File: config.mk
export PLATFORM = sky130hd
export DESIGN_NAME = wwd_output_logic
export DESIGN_NICKNAME = d
export VERILOG_FILES = /design/src/rtl/wwd_output_logic.sv
export SDC_FILE = /design/constraint.sdc
export NUM_CORES = 1
export LEC_CHECK = 0
export CORE_ASPECT_RATIO = 1.25
export CORE_MARGIN = 2
export CORE_UTILIZATION = 50
export CTS_BUF_LIST = sky130_fd_sc_hd__clkbuf_16
export CTS_CLUSTER_SIZE = 25
export DETAILED_ROUTE_END_ITERATION = 6
export PLACE_DENSITY = 0.75
export SLEW_MARGIN = 30
export SYNTH_ARGS = -nofsm -noshare
export SYNTH_HDL_FRONTEND = slang
export SYNTH_SLANG_ARGS = --single-unit
File: constraint.sdc
create_clock -name clk -period 2.45 [get_ports clk]
set_input_delay 0.245 -clock clk [delete_from_list [all_inputs] [get_ports clk]]
set_output_delay 0.245 -clock clk [all_outputs]
set_load 0.05 [all_outputs]
File: src/rtl/wwd_output_logic.sv
// wwd_output_logic
// Receiving end of the CPU WWD output path. Buffers WWD words in a small FIFO,
// shows the oldest word as four hex digits on a multiplexed active-low
// 7-segment display (operator pops with a button), and mirrors the PC low
// byte onto the board LEDs.
//
// Ports:
//   clk, reset        clock, synchronous active-high reset
//   wwd_valid/ready   word handshake (wwd_ready is combinational from count)
//   wwd_data[15:0]    WWD word
//   next_btn          debounced level button; a rising edge pops one entry
//   pc_below8bit[7:0] PC low byte, registered onto led_out[7:0]
//   seg[6:0]          segments {g,f,e,d,c,b,a}, active-low, registered
//   an[3:0]           digit anodes, active-low one-hot, registered
//   empty_led         high when the FIFO is empty, registered
//
// Optional feature macro: WWD_DROP_OLDEST_EN
//   When defined, wwd_ready is tied high and a push into a full FIFO
//   overwrites the oldest entry instead of backpressuring.

module wwd_output_logic #(
    parameter int unsigned DEPTH    = 4,
    parameter int unsigned ADDR_W   = 2,
    parameter int unsigned SCAN_DIV = 50000
) (
    input  logic        clk,
    input  logic        reset,
    input  logic        wwd_valid,
    input  logic [15:0] wwd_data,
    output logic        wwd_ready,
    input  logic        next_btn,
    input  logic [7:0]  pc_below8bit,
    output logic [7:0]  led_out,
    output logic [6:0]  seg,
    output logic [3:0]  an,
    output logic        empty_led
);

    localparam int unsigned CNT_W  = ADDR_W + 1;
    localparam int unsigned SCAN_W = (SCAN_DIV > 1) ? $clog2(SCAN_DIV) : 1;
    localparam logic [CNT_W-1:0]  FULL_CNT  = CNT_W'(DEPTH);
    localparam logic [SCAN_W-1:0] SCAN_LAST = SCAN_W'(SCAN_DIV - 1);
    localparam logic [6:0]        SEG_BLANK = 7'h7F;

    // Active-low gfedcba hex decode
    function automatic logic [6:0] hex_to_seg(input logic [3:0] nib);
        logic [6:0] s;
        case (nib)
            4'h0: s = 7'h40;
            4'h1: s = 7'h79;
            4'h2: s = 7'h24;
            4'h3: s = 7'h30;
            4'h4: s = 7'h19;
            4'h5: s = 7'h12;
            4'h6: s = 7'h02;
            4'h7: s = 7'h78;
            4'h8: s = 7'h00;
            4'h9: s = 7'h10;
            4'hA: s = 7'h08;
            4'hB: s = 7'h03;
            4'hC: s = 7'h46;
            4'hD: s = 7'h21;
            4'hE: s = 7'h06;
            default: s = 7'h0E;
        endcase
        return s;
    endfunction

    logic [15:0]       mem_q [DEPTH];
    logic [ADDR_W-1:0] wr_ptr_q, wr_ptr_d;
    logic [ADDR_W-1:0] rd_ptr_q, rd_ptr_d;
    logic [CNT_W-1:0]  count_q, count_d;
    logic              btn_q, btn_d;
    logic [SCAN_W-1:0] scan_q, scan_d;
    logic [1:0]        idx_q, idx_d;
    logic [6:0]        seg_q, seg_d;
    logic [3:0]        an_q, an_d;
    logic [7:0]        led_q, led_d;
    logic              empty_led_q, empty_led_d;

    logic        full, empty, pop_evt, push, do_pop, overwrite, mem_we;
    logic [15:0] head;
    logic [3:0]  nibble;

    // Ready depends only on the registered count, never on the button
`ifdef WWD_DROP_OLDEST_EN
    assign wwd_ready = 1'b1;
`else
    assign wwd_ready = (count_q != FULL_CNT);
`endif

    // FIFO control, scan and display next-state
    always_comb begin
        full      = (count_q == FULL_CNT);
        empty     = (count_q == '0);
        pop_evt   = next_btn & ~btn_q;
        push      = wwd_valid & wwd_ready;
`ifdef WWD_DROP_OLDEST_EN
        // Overwrite on full wins over a coincident pop edge
        overwrite = push & full;
`else
        overwrite = 1'b0;
`endif
        do_pop    = pop_evt & ~empty & ~overwrite;
        mem_we    = push & ~reset;

        wr_ptr_d  = push ? wr_ptr_q + ADDR_W'(1) : wr_ptr_q;
        rd_ptr_d  = (do_pop | overwrite) ? rd_ptr_q + ADDR_W'(1) : rd_ptr_q;

        count_d = count_q;
        case ({push & ~overwrite, do_pop})
            2'b10:   count_d = count_q + CNT_W'(1);
            2'b01:   count_d = count_q - CNT_W'(1);
            default: count_d = count_q;
        endcase

        btn_d = next_btn;
        led_d = pc_below8bit;
        empty_led_d = (count_d == '0);

        scan_d = scan_q + SCAN_W'(1);
        idx_d  = idx_q;
        if (scan_q == SCAN_LAST) begin
            scan_d = '0;
            idx_d  = idx_q + 2'd1;
        end

        head = mem_q[rd_ptr_q];
        case (idx_q)
            2'd0:    nibble = head[3:0];
            2'd1:    nibble = head[7:4];
            2'd2:    nibble = head[11:8];
            default: nibble = head[15:12];
        endcase

        an_d  = ~(4'b0001 << idx_q);
        seg_d = empty ? SEG_BLANK : hex_to_seg(nibble);
    end

    // Storage array; contents are don't-care while not counted
    always_ff @(posedge clk) begin
        if (mem_we) begin
            mem_q[wr_ptr_q] <= wwd_data;
        end
    end

    // State and output registers
    always_ff @(posedge clk) begin
        if (reset) begin
            wr_ptr_q    <= '0;
            rd_ptr_q    <= '0;
            count_q     <= '0;
            btn_q       <= 1'b0;
            scan_q      <= '0;
            idx_q       <= '0;
            seg_q       <= SEG_BLANK;
            an_q        <= 4'hF;
            led_q       <= 8'h00;
            empty_led_q <= 1'b1;
        end else begin
            wr_ptr_q    <= wr_ptr_d;
            rd_ptr_q    <= rd_ptr_d;
            count_q     <= count_d;
            btn_q       <= btn_d;
            scan_q      <= scan_d;
            idx_q       <= idx_d;
            seg_q       <= seg_d;
            an_q        <= an_d;
            led_q       <= led_d;
            empty_led_q <= empty_led_d;
        end
    end

    assign seg       = seg_q;
    assign an        = an_q;
    assign led_out   = led_q;
    assign empty_led = empty_led_q;

endmodule

==> summary.txt <==
Cells and area
  • N_diodes: 0
  • Final Cell Area: 0.00574 mm2
  • Fill cells: 687
  • Share of layout cells above drive strength 1: 15.8%
  • Area Overhead vs Synth: 25.2%
  • Nets: approximately 470
  • Cell Count, Final, Fillers Out: 548

Logic synthesis
  • Synth area leader: edfxtp_1
  • Syn Nets: between 300 and 400
  • Mapped Cells: about 340
  • Main synth FF type: edfxtp_1
  • Post-synthesis sequential area ratio: between 60% and 70%
  • Mean Syn Cell Area: around 13 um2
  • Cell Area, Synth: 0.00458 mm2
  • Cell variety after synth: 48
  • Largest cells by area after synthesis: edfxtp_1 (42%), dfxtp_1 (21%), mux2i_1 (5.9%), ha_1 (4.4%), nor2_1 (2.8%)
  • Ys Warns: 0
  • Post-synth EDFFs: 64
  • Top cell type's share of synthesized area: 41.9%
  • #FFs+latches synth: 112
  • Async set-reset flop share out of synthesis: 0%

Floorplanning
  • Die X: 89.6 um
  • Top-level I/O count: 49
  • Die ar.: 0.00995 mm2
  • Die height: 111 um
  • Core Rows: 39
  • Total core area: roughly 0.009 mm2
  • Starting Density: 50.8%

Power and ir drop
  • Final Power: 4.98 mW
  • Maximum VDD drop: 390 uV
  • P per Cell Area: about 870 mW/mm2
  • Leakage dissipation: 2.03 nW

Worst setup path
  • CP Cell Sequence: inv_1, ha_2, or2b_4, o22ai_1, or4_4, o21ai_2, inv_2, ha_1, mux2_4, nor3_2, a31oi_1
  • Startpoint Class: flip-flop
  • Type of the worst setup path: flip-flop to flip-flop
  • Critical Path Max Stage Delay: between 0.5 and 0.6 ns
  • Worst Path Required: 2.65 ns
  • CP max stage cell: or4_4
  • WP data arrival: 2.61 ns
  • Worst path bufs/invs: 2
  • Crit path capture type: flip-flop
  • CP top delay family: simple AND/OR/NAND/NOR gates
  • Worst Path Max Fanout: 4

Timing
  • Crit share post-route: between 90% and 100%
  • Slew margin rel.: 61.0%
  • Worst Clk Skew: 0.00703 ns
  • Setup WS post-layout: around 0.045 ns
  • Min Clock Period, post-route: about 2.4 ns
  • Tightest Pin Transition: 0.583 ns
  • Setup-failing EPs final: 0
  • Worst hold margin: between 0.4 and 0.5 ns
  • RSZ-0062 raised after global routing: yes
  • Slew Viols, Final: 0
  • Fmax: between 0.4 and 0.5 GHz
  • Hold Vio Cnt, Final: 0

Placed design
  • Placed cell areas: 0.00530 mm2
  • Dpl ws: -0.103 ns
  • PortBufs: 48
  • Dpl cells: 521
  • DP Wirelength: roughly 5600 um
  • GP Congestion: ~0.76

Drt
  • Final ANT Viol Nets: 0
  • Routed vias: 2820
  • Post-route DRC: 0
  • Drt pass-1 iters: 5
  • Post-Route WL: 8340 um
  • Iter 0 DRT Violations: about 130
  • Wire length per cell: 15.2 um
  • Vias/cell: 5.15

Global routing
  • Total GRT Usage: ~18%
  • Largest net degree at the start of global routing: 18
  • First-pass GRT wire length: 13400 um
  • Initial antenna violation count: 0
  • Number of global-route vias before repair: 2805
  • Gr ovfl total: 0

Run status
  • Status: complete, no violations

Clocking
  • Root buffer cell: clkbuf_16
  • H-tree depth: 3
  • Max Buffers Root-to-Sink: 2
  • Num CTS Buffers: 9
  • Clock transition at path regs: around 0.070 ns
  • Clock sinks: 112
  • Hold-fix buffers, CTS: 0
  • TritonCTS clock tree: built
  • Clk Latency, worst-skew pair: 0.35 ns

Worst hold path
  • Class of the worst hold path: input pin to flip-flop

Job
  • Max Cap Viol: 0
==> kinds of logic after synthesis <==
group,synth area share (%)
xor+xnor,3.63
simple gates,11.6
flops,62.9
fa+ha+maj,4.81
compound gates,5.71
buf+inv,2.87
mux,8.52
==> synth_stat cells (8+ instances only) <==
library cell	instances
a21oi_1	8
ha_1	16
nor2b_1	11
edfxtp_1	64
mux2i_1	27
xor2_1	11
inv_1	14
xnor2_1	8
nand2b_1	8
dfxtp_1	48
nand2_1	18
o22ai_1	9
nor2_1	34
==> layout by cell type (no fill, tap or decap), types with 11 or more instances in the layout <==
cell / instances
nor2_1: 34
buf_4: 24
inv_1: 15
edfxtp_1: 64
mux2i_1: 23
xor2_1: 11
clkdlybuf4s50_1: 48
nor2b_1: 11
nand2_1: 17
ha_1: 14
dfxtp_1: 46
==> per-layer routing <==
layer	up-vias	global-route usage, %	share of wire (%)
met1	1348	22.1	42
met5	-	0	0
met4	0	6.97	2.5
met2	73	29.5	50
met3	16	4.69	4.6
li1	1383	-	-
==> worst paths after layout <==
kind	from	endpoint	cells after the start	slack [ns]
setup / recovery	idx_q[0]	seg[3]	11	0.04
hold / removal	pc_below8bit[1]	led_out[1]	2	0.45
setup reg to reg	idx_q[0]	seg[3]	11	0.04
hold reg to reg	scan_q[0]	scan_q[0]	1	0.47
==> registers in the layout (all words and copies together) (netlist names), named ones only <==
signal	flops
seg	7
scan_q	16
wr_ptr_q	2
empty_led	1
count_q	3
an	4
rd_ptr_q	2
mem_q	64
idx_q	2
led_out	8
btn_q	1
==> through the flow <==
stage,utilization (%),TNS (ns)
6_report,63.5,0
2_1_floorplan,-,0
5_1_grt,63.5,-0.0455
3_5_place_dp,58.7,-0.288
3_3_place_gp,58.6,-0.162
4_1_cts,61.9,-0.0167
==> report_power, final <==
group,switching [mW],total (mW),internal (mW)
sequential,0.0720,2.23,2.16
clock,0.629,1.31,0.679
combinational,0.809,1.45,0.638
total,1.51,4.98,3.47
==> area by class of cell <==
type | count | area [um2] | share of cell area [%]
sequential | 112 | 2890 | 50.3
multi-input combinational | 207 | 1640 | 28.5
timing repair buffer | 76 | 741 | 12.9
clock buffer | 9 | 225 | 3.93
tap | 123 | 154 | 2.68
inverter | 14 | 52.6 | 0.916
clock inverter | 7 | 41.3 | 0.720
==> repair_timing <==
item | in CTS | in global routing
endpoints found under the hold margin | 0 | 0
resized for setup | 6 | 11
pin swaps | 1 | 5
setup endpoints to repair | 6 | 8
setup buffers | 0 | 11
No activity file was read; power rests on OpenSTA's default activity.
